## config.mk

```make
export PLATFORM = sky130hd
export DESIGN_NAME = level_to_pulse_multi
export DESIGN_NICKNAME = d
export VERILOG_FILES = /design/src/rtl/level_to_pulse_pkg.sv /design/src/rtl/level_to_pulse_channel.sv /design/src/rtl/level_to_pulse_multi.sv
export SDC_FILE = /design/constraint.sdc
export NUM_CORES = 1
export LEC_CHECK = 0
export CAP_MARGIN = 20
export CORE_MARGIN = 5
export CORE_UTILIZATION = 35
export DETAILED_ROUTE_END_ITERATION = 8
export PLACE_DENSITY = 0.69
export SYNTH_ARGS = -nofsm -noshare
export SYNTH_HDL_FRONTEND = slang
export SYNTH_SLANG_ARGS = --single-unit
```

## constraint.sdc

```tcl
create_clock -name Clock -period 1.7 [get_ports Clock]
set_input_delay 0.34 -clock Clock [delete_from_list [all_inputs] [get_ports Clock]]
set_output_delay 0.34 -clock Clock [all_outputs]
set_load 0.01 [all_outputs]
```

## src/rtl/level_to_pulse_pkg.sv

```systemverilog
// Shared definitions for the multi-channel level-to-pulse converter:
// edge-select mode encoding, pulse FSM states and a counter-width helper.
package level_to_pulse_pkg;

  localparam logic [1:0] MODE_OFF  = 2'b00;
  localparam logic [1:0] MODE_RISE = 2'b01;
  localparam logic [1:0] MODE_FALL = 2'b10;
  localparam logic [1:0] MODE_BOTH = 2'b11;

  typedef enum logic {
    IDLE  = 1'b0,
    PULSE = 1'b1
  } pulse_state_e;

  // A counter that must hold n-1 needs at least one bit even when n == 1.
  function automatic int cnt_width(input int n);
    return (n > 1) ? $clog2(n) : 1;
  endfunction

endpackage

```

## src/rtl/level_to_pulse_channel.sv

```systemverilog
// One channel: synchroniser chain, debouncer that accepts a level change after
// DEBOUNCE_CYCLES consecutive differing samples, and a Moore pulse FSM.
module level_to_pulse_channel
  import level_to_pulse_pkg::*;
#(
  parameter int SYNC_STAGES     = 2,
  parameter int DEBOUNCE_CYCLES = 4,
  parameter int PULSE_CYCLES    = 1
) (
  input  logic         clk,
  input  logic         rst,
  input  logic         level,
  input  logic [1:0]   mode,
  output logic         pulse,
  output logic         stable,
  output logic         overrun,
  output pulse_state_e state
);

  localparam int CW = cnt_width(DEBOUNCE_CYCLES);
  localparam int PW = cnt_width(PULSE_CYCLES);
  localparam logic [CW-1:0] CNT_LAST  = CW'(DEBOUNCE_CYCLES - 1);
  localparam logic [PW-1:0] PCNT_LAST = PW'(PULSE_CYCLES - 1);

  logic [SYNC_STAGES-1:0] sync_q, sync_d;
  logic                   stable_q, stable_d;
  logic [CW-1:0]          cnt_q, cnt_d;
  logic [PW-1:0]          pcnt_q, pcnt_d;
  pulse_state_e           state_q, state_d;
  logic                   overrun_q, overrun_d;

  logic s;
  logic accept;
  logic rise_en, fall_en;
  logic edge_event;

  assign s = sync_q[SYNC_STAGES-1];

  always_comb begin
    sync_d    = '0;
    sync_d[0] = level;
    for (int k = 1; k < SYNC_STAGES; k++) begin
      sync_d[k] = sync_q[k-1];
    end
  end

  // Any sample that agrees with the debounced level restarts the count.
  always_comb begin
    stable_d = stable_q;
    cnt_d    = cnt_q;
    accept   = 1'b0;
    if (s == stable_q) begin
      cnt_d = '0;
    end else if (cnt_q == CNT_LAST) begin
      accept   = 1'b1;
      stable_d = s;
      cnt_d    = '0;
    end else begin
      cnt_d = cnt_q + 1'b1;
    end
  end

  always_comb begin
    rise_en = 1'b0;
    fall_en = 1'b0;
    case (mode)
      MODE_OFF:  ;
      MODE_RISE: rise_en = 1'b1;
      MODE_FALL: fall_en = 1'b1;
      MODE_BOTH: begin
        rise_en = 1'b1;
        fall_en = 1'b1;
      end
      default: ;
    endcase
    edge_event = accept & ((s & rise_en) | (~s & fall_en));
  end

  // Events arriving while a pulse is running (final cycle included) are dropped.
  always_comb begin
    state_d   = state_q;
    pcnt_d    = pcnt_q;
    overrun_d = overrun_q;
    case (state_q)
      IDLE: begin
        if (edge_event) begin
          state_d = PULSE;
          pcnt_d  = PCNT_LAST;
        end
      end
      PULSE: begin
        if (pcnt_q == '0) begin
          state_d = IDLE;
        end else begin
          pcnt_d = pcnt_q - 1'b1;
        end
        if (edge_event) begin
          overrun_d = 1'b1;
        end
      end
      default: state_d = IDLE;
    endcase
  end

  always_ff @(posedge clk) begin
    if (rst) begin
      sync_q    <= '0;
      stable_q  <= 1'b0;
      cnt_q     <= '0;
      pcnt_q    <= '0;
      state_q   <= IDLE;
      overrun_q <= 1'b0;
    end else begin
      sync_q    <= sync_d;
      stable_q  <= stable_d;
      cnt_q     <= cnt_d;
      pcnt_q    <= pcnt_d;
      state_q   <= state_d;
      overrun_q <= overrun_d;
    end
  end

  assign pulse   = (state_q == PULSE);
  assign stable  = stable_q;
  assign overrun = overrun_q;
  assign state   = state_q;

endmodule

```

## src/rtl/level_to_pulse_multi.sv

```systemverilog
// CHANNELS independent level-to-pulse converters; this level only slices ports.
// Dbg_state bit i is high while channel i's pulse FSM is in its PULSE state.
module level_to_pulse_multi
  import level_to_pulse_pkg::*;
#(
  parameter int CHANNELS        = 4,
  parameter int SYNC_STAGES     = 2,
  parameter int DEBOUNCE_CYCLES = 4,
  parameter int PULSE_CYCLES    = 1
) (
  input  logic                  Clock,
  input  logic                  Reset,
  input  logic [CHANNELS-1:0]   Level,
  input  logic [2*CHANNELS-1:0] Mode,
  output logic [CHANNELS-1:0]   Pulse,
  output logic [CHANNELS-1:0]   Stable,
  output logic [CHANNELS-1:0]   Overrun,
  output logic [CHANNELS-1:0]   Dbg_state
);

  for (genvar i = 0; i < CHANNELS; i++) begin : g_ch
    pulse_state_e ch_state;

    level_to_pulse_channel #(
      .SYNC_STAGES     (SYNC_STAGES),
      .DEBOUNCE_CYCLES (DEBOUNCE_CYCLES),
      .PULSE_CYCLES    (PULSE_CYCLES)
    ) u_ch (
      .clk     (Clock),
      .rst     (Reset),
      .level   (Level[i]),
      .mode    (Mode[2*i +: 2]),
      .pulse   (Pulse[i]),
      .stable  (Stable[i]),
      .overrun (Overrun[i]),
      .state   (ch_state)
    );

    assign Dbg_state[i] = (ch_state == PULSE);
  end

endmodule
```

==> summary.json <==
{
  "die_h": {"value": 68.7, "unit": "um"},
  "power.density_cell_area": {"value": 694, "unit": "mW/mm2"},
  "global_route.overflow_total": {"value": 0},
  "cts.htree.levels": {"value": 1},
  "post_synth_inst_count": {"value": 115},
  "synthToLayoutAreaGrowth": {"value": 19.6, "unit": "%"},
  "cts-buffers-inserted": {"value": 3},
  "clock_sinks": {"value": 28},
  "synth_area": {"value": 0.00121, "unit": "mm2"},
  "hold-path-cell-count": {"value": 1},
  "pre_cts_ws": {"value": 0.310, "unit": "ns"},
  "critical_path_depth": {"value": 1},
  "layout_worst_path_cycle_share": {"value": 0.960},
  "cts_root_buf": {"value": "clkbuf_4"},
  "timing_hold_violations_final": {"value": 0},
  "critPathTopFamily": {"value": "buffers and inverters"},
  "timing.max_cap.violations": {"value": 0},
  "hold_path_class": {"value": "register to register"},
  "ys_seq_area_frac": {"value": 0.464},
  "grt_pass1_vias": {"value": 761},
  "worst_path_max_delay_cell": {"value": "clkdlybuf4s50_1"},
  "firstDrtPassIters": {"value": 2},
  "synth_top_area_cell": {"value": "dfxtp_1"},
  "route.final.wire_length": {"value": 1830, "unit": "um"},
  "critical_path.max_fanout": {"value": 4},
  "cts_setup_buffers": {"value": 0},
  "antenna_found_initial": {"value": 0},
  "finalPower": {"value": 0.00100, "unit": "W"},
  "cts_resized": {"value": 0},
  "yosysWarningCount": {"value": 0},
  "start_util": {"value": 0.362},
  "detailedRoute.firstIterationViolations": {"value": 23},
  "ys_seq_elements": {"value": 28},
  "ff2ff_path_depth": {"value": 3},
  "run_status": {"value": "completed"},
  "crit_chain": {"value": "clkdlybuf4s50_1"},
  "cp_data_required_time": {"value": 1.36, "unit": "ns"},
  "synth_area_per_cell": {"value": 10.5, "unit": "um2"},
  "final-instance-count-excl-fill": {"value": 175},
  "cts-root-to-sink-buffers": {"value": 2},
  "remaining_antenna_violation_count_after_routing": {"value": 0},
  "core_area": {"value": 0.00334, "unit": "mm2"},
  "number_of_slew_limit_violations_in_the_final_report": {"value": 0},
  "worst_setup_hold_path_clk_slew": {"value": 0.13, "unit": "ns"},
  "power.static_leakage": {"value": 0.537, "unit": "nW"},
  "route.detailed.wl_per_inst": {"value": 10.4, "unit": "um"},
  "final_nets": {"value": 149},
  "grt_start_max_net_pins": {"value": 29},
  "worst_skew_pair.late_latency": {"value": 0.32, "unit": "ns"},
  "synth.lib_cells_used.distinct": {"value": 17},
  "tritoncts": {"value": "built"},
  "synthesis.nets": {"value": 133},
  "critPathKind": {"value": "register to primary output"},
  "synth.top_cells.by_area": {"value": "dfxtp_1 46%, buf_4 9.9%, and2b_1 5.6%, nor2_1 5.0%, nor4b_2 5.0%"},
  "endpoint_kind": {"value": "primary output"},
  "dpl.hpwl": {"value": 1420, "unit": "um"},
  "power.ir.vdd_worst": {"value": 457, "unit": "uV"},
  "buffer_ports.inserted": {"value": 29},
  "core.rowCount": {"value": 21},
  "clock.fmax": {"value": 613, "unit": "MHz"},
  "antenna-diode-count": {"value": 0},
  "vias_per_cell": {"value": 4.31},
  "synth_largest_type_area_fraction": {"value": 0.464},
  "max_slew.worst_pin.slew": {"value": 0.260, "unit": "ns"},
  "skew": {"value": 0.00795, "unit": "ns"},
  "io_pins": {"value": 30},
  "finalWorstSetupSlack": {"value": 0.0684, "unit": "ns"},
  "placedCellCount": {"value": 172},
  "rsz_0062_raised_after_global_routing": {"value": "false"},
  "drive_gt1_frac": {"value": 0.155},
  "arrival": {"value": 1.29, "unit": "ns"},
  "drcViolationCount": {"value": 0},
  "critPathLaunchType": {"value": "register"},
  "num_vias": {"value": 754},
  "worst-path-buf-inv": {"value": 1},
  "floorplan.die.width": {"value": 68.7, "unit": "um"},
  "global_route_wire_length_before_repair": {"value": 3140, "unit": "um"},
  "cts_hold_buf": {"value": 0},
  "place_congestion": {"value": 0.759},
  "final.min_clock_period": {"value": 1.63, "unit": "ns"},
  "design.die.area": {"value": 0.00472, "unit": "mm2"},
  "setup-violations-final": {"value": 0},
  "slew-limit-headroom": {"value": 0.825},
  "fin_setup_tns": {"value": 0, "unit": "ns"},
  "grt.total_usage": {"value": 0.0896},
  "critical_path.max_stage_delay": {"value": 0.56, "unit": "ns"}
}
-- report_power, final --
group / internal [W] / total [W] / switching [W]
clock network: 0.0000831 / 0.000259 / 0.000175
logic: 0.0000453 / 0.0000703 / 0.0000250
registers: 0.000668 / 0.000673 / 0.00000534
total: 0.000796 / 0.00100 / 0.000206
-- cell usage in the layout, fill, tap and decap left out --
| cell type | synthesis | final |
|---|---|---|
| clkdlybuf4s50_1 | 0 | 29 |
| dfxtp_1 | 28 | 25 |
| nor2_1 | 16 | 16 |
| and2b_1 | 9 | 9 |
| inv_1 | 8 | 8 |
| nor2b_2 | 4 | 4 |
| o21ai_0 | 4 | 4 |
| mux2i_1 | 4 | 4 |
| a22oi_2 | 4 | 4 |
| nand3b_1 | 4 | 4 |
| o22ai_1 | 4 | 4 |
| nor4b_2 | 4 | 4 |
| ha_1 | 4 | 4 |
| clkbuf_4 | 0 | 3 |
| dfxtp_2 | 0 | 3 |
| nor2b_1 | 2 | 2 |
| and2b_2 | 1 | 1 |
| buf_12 | 0 | 1 |
-- cell type report --
class                           count  area, um2
Clock buffer                        3       22.5
Sequential cell                    28        564
Inverter                            8       30.0
Tap cell                           46       57.6
Timing Repair Buffer               30        310
Fill cell                         343       1890
Multi-Input combinational cell     60        459
-- metal layers --
metal,track usage,routed length (um),vias to the layer above
li1,-,-,390
met1,0.0841,727,343
met2,0.164,935,19
met3,0.0389,140,2
met4,0.0438,23,0
met5,0,0,-
-- state kept, by name, indices dropped and copies added, names as in the netlist --
name,cells
g_ch.u_ch.overrun,4
g_ch.u_ch.cnt_q,8
g_ch.u_ch.sync_q,8
g_ch.u_ch.stable,4
g_ch.u_ch.pulse,4
-- synthesized netlist by cell type (all sizes together) --
cell type  number
buf            19
ha              4
dfxtp          28
nor2           16
a22oi           4
mux2i           4
o21ai           4
inv             8
nor4b           4
nor2b           6
nand3b          4
o22ai           4
and2b          10
-- final timing paths --
check,start,endpoint,slack (ns)
setup / recovery,g_ch[2].u_ch.pulse,Dbg_state[2],0.07
hold / removal,g_ch[2].u_ch.cnt_q[0],g_ch[2].u_ch.cnt_q[0],0.43
setup reg to reg,g_ch[1].u_ch.stable,g_ch[1].u_ch.cnt_q[0],0.72
hold reg to reg,g_ch[2].u_ch.cnt_q[0],g_ch[2].u_ch.cnt_q[0],0.43
-- worst register-to-register path, stage by stage, from the launching register on --
cell     delay, ns
dfxtp_1       0.40
and2b_1       0.22
o21ai_0       0.22
nor2_1        0.06
-- cell families (layout without fill, tap and decap cells) --
kind of cell               count (synthesis)  after routing  share of synthesized area
AOI/OAI and AO/OA                         12             12                     0.0788
adders and majority gates                  4              4                     0.0415
buffers and inverters                     27             41                      0.155
DFF                                       28             28                      0.464
muxes                                      4              4                     0.0332
and+or+nand+nor                           40             40                      0.227
-- metrics by stage --
stage	cell area (um2)	utilization	hold slack (ns)
3_5_place_dp	1420	0.425	0.417
4_1_cts	1440	0.432	0.437
6_report	1440	0.433	0.432
2_1_floorplan	1210	-	0.399
3_3_place_gp	1420	0.425	0.406
5_1_grt	1440	0.433	0.452
Power figures use the tool's default switching activity.
==> patch, RTL diff (same flow settings) <==
Register the inputs `Level` and `Mode` before use, without a reset. The logic sees them one clock later.
--- a/src/rtl/level_to_pulse_multi.sv
+++ b/src/rtl/level_to_pulse_multi.sv
@@ -18,6 +18,14 @@
   output logic [CHANNELS-1:0]   Dbg_state
 );
 
+  logic [CHANNELS-1:0] Level_q;
+  logic [2*CHANNELS-1:0] Mode_q;
+
+  always_ff @(posedge Clock) begin
+      Level_q <= Level;
+      Mode_q  <= Mode;
+  end
+
   for (genvar i = 0; i < CHANNELS; i++) begin : g_ch
     pulse_state_e ch_state;
 
@@ -28,8 +36,8 @@
     ) u_ch (
       .clk     (Clock),
       .rst     (Reset),
-      .level   (Level[i]),
-      .mode    (Mode[2*i +: 2]),
+      .level   (Level_q[i]),
+      .mode    (Mode_q[2*i +: 2]),
       .pulse   (Pulse[i]),
       .stable  (Stable[i]),
       .overrun (Overrun[i]),
Formal check against the unedited RTL: not equivalent (Yosys sat finds a counterexample within 10 cycles, from zero or initial values and one cycle with Reset high).
==> patch against the original RTL <==
Via count grew 11%; register-to-register slack is essentially flat; total power grew 77%; area after synthesis grew 20%; highest routed layer unchanged; routed wire length grew 9.0%; combinational power shrank 7.5%; sequential cell count grew 12; final area grew 22%; synthesized cell count grew 10%; setup slack gained 0.035 ns.
==> patch: results (changes against the original RTL) <==
| Metric | Value |
|---|---|
| Initial antenna violation count | 0 (unchanged) |
| Status | completed (unchanged) |
| Post-Synth Adder-Cell Area | 0.0345 (was 0.0415) |
| Pleak | 0.673 nW (was 0.537 nW) |
| Fin crit period | 1.60 ns (was 1.63 ns) |
| CTS root buf | clkbuf_8 (was clkbuf_4) |
| Met3 wire length | 159 um (was 140 um) |
| Pin count of the biggest net entering global routing | 29 (unchanged) |
| # diodes | 0 (unchanged) |
| Top Registers | Mode_q: 8 flops, g_ch.u_ch.cnt_q: 8 flops, g_ch.u_ch.sync_q: 8 flops (was g_ch.u_ch.cnt_q: 8 flops, g_ch.u_ch.sync_q: 8 flops) |
| Pre-CTS setup slack | 0.263 ns (was 0.310 ns) |
| Synth Area in Compound Gates | 0.0656 (was 0.0788) |
| Clock latency on the worst-skew pair | 0.29 ns (was 0.32 ns) |
| Worst clock skew | 0.00427 ns (was 0.00795 ns) |
| WL/cell | 10.2 um (was 10.4 um) |
| Met2 wire len | 949 um (was 935 um) |
| Share of layout cells above drive strength 1 | 0.158 (was 0.155) |
| Tot GR Track Use | 0.0842 (was 0.0896) |
| Peak VDD IR | 0.549 mV (was 0.457 mV) |
| Routability cong. | 0.720 (was 0.759) |
| Met1 WL | 817 um (was 727 um) |
| First-pass GRT wire length | 3.43 mm (was 3.14 mm) |
| Number of enable flip-flop cells after synthesis | 0 (unchanged) |
| Via density | 4.26 (was 4.31) |
| CTS Buf Count | 5 (was 3) |
| Hold Path Origin | g_ch[0].u_ch.cnt_q[0] (was g_ch[2].u_ch.cnt_q[0]) |
| Slew HR | 0.820 (was 0.825) |
| DRT Pass-1 Iters | 4 (was 2) |
| H-tree depth | 2 (was 1) |
| R2r endpoint | g_ch[0].u_ch.overrun (was g_ch[1].u_ch.cnt_q[0]) |
| Starting DRT DRC Count | 16 (was 23) |
| R2r startpoint | g_ch[0].u_ch.sync_q[1] (was g_ch[1].u_ch.stable) |
| DP HPWL | 1.46 mm (was 1.42 mm) |
| Sequential fraction of the synthesis area | 0.552 (was 0.464) |
| Hold EP | g_ch[0].u_ch.cnt_q[0] (was g_ch[2].u_ch.cnt_q[0]) |
| Total grt overflow | 0 (unchanged) |
| Synth top area cells | dfxtp_1 (55%), buf_4 (8.3%), nor2_1 (4.1%), nor4b_2 (4.1%), and2b_1 (3.6%) (was dfxtp_1 (46%), buf_4 (9.9%), and2b_1 (5.6%), nor2_1 (5.0%), nor4b_2 (5.0%)) |
| Number of fill cells in the layout | 365 (was 343) |
| Nets | 163 (was 149) |
| Clock-pin slew on the worst setup and hold paths | 0.07 ns (was 0.13 ns) |
| Syn_nets | 145 (was 133) |
| Top cells by instance count after synthesis | dfxtp_1 (40), buf_4 (16), nor2_1 (16) (was dfxtp_1 (28), buf_4 (16), nor2_1 (16)) |
| Post-synthesis mux area share | 0.0276 (was 0.0332) |
-- patch: changes by cell type in the layout (fill, tap and decap cells not counted), sizes merged --
cell and change:
clkbuf +3, bufinv +1, clkinv +1, dfxtp +12
-- patch: final cells by class --
type	instances	area (um^2)	share of cell area
clock buffer	6	72.6	0.0412
clock inverter	2	35.0	0.0199
inverter	8	30.0	0.0171
multi-input combinational	60	462	0.262
sequential	40	801	0.455
tap	50	62.6	0.0355
timing repair buffer	30	298	0.169
-- patch: worst max path at each step --
stage,end,startpoint,depth (start not counted)
global placement,g_ch[1].u_ch.cnt_q[0],Reset,5
detailed placement,g_ch[0].u_ch.cnt_q[0],Reset,5
floorplan,g_ch[0].u_ch.overrun,g_ch[0].u_ch.sync_q[1],3
finish,Pulse[3],g_ch[3].u_ch.pulse,1
global route,Pulse[3],g_ch[3].u_ch.pulse,1
CTS,Dbg_state[1],g_ch[1].u_ch.pulse,1
-- patch: metrics by stage --
| stage | instance area [um^2] | std cells | hold WS (ns) | total power, W |
|---|---|---|---|---|
| floorplan | 1450 | 127 | 0.368 | 0.00103 |
| finish | 1760 | 196 | 0.428 | 0.00178 |
| global route | 1760 | 196 | 0.449 | 0.00185 |
| CTS | 1760 | 196 | 0.433 | 0.00181 |
| detailed placement | 1650 | 188 | 0.419 | 0.00106 |
| global placement | 1650 | 188 | 0.408 | 0.00106 |
-- patch: per-layer routing --
metal | global-route usage | vias to the layer above
met5 | 0 | -
met4 | 0.0593 | 0
met3 | 0.0432 | 7
met2 | 0.140 | 22
met1 | 0.0795 | 373
li1 | - | 432
-- patch: cells by family (layout without fill, tap and decap cells) --
| family | Yosys count | after routing |
|---|---|---|
| buf+inv | 27 | 46 |
| simple gates | 40 | 40 |
| compound gates | 12 | 12 |
| fa+ha+maj | 4 | 4 |
| mux | 4 | 4 |
| flops | 40 | 40 |
-- patch: report_power, final --
group	internal, W	switching (W)	leakage, nW	total, W
clock network	0.000435	0.000303	0.0552	0.000738
registers	0.000964	0.00000985	0.329	0.000974
logic	0.0000433	0.0000218	0.289	0.0000650
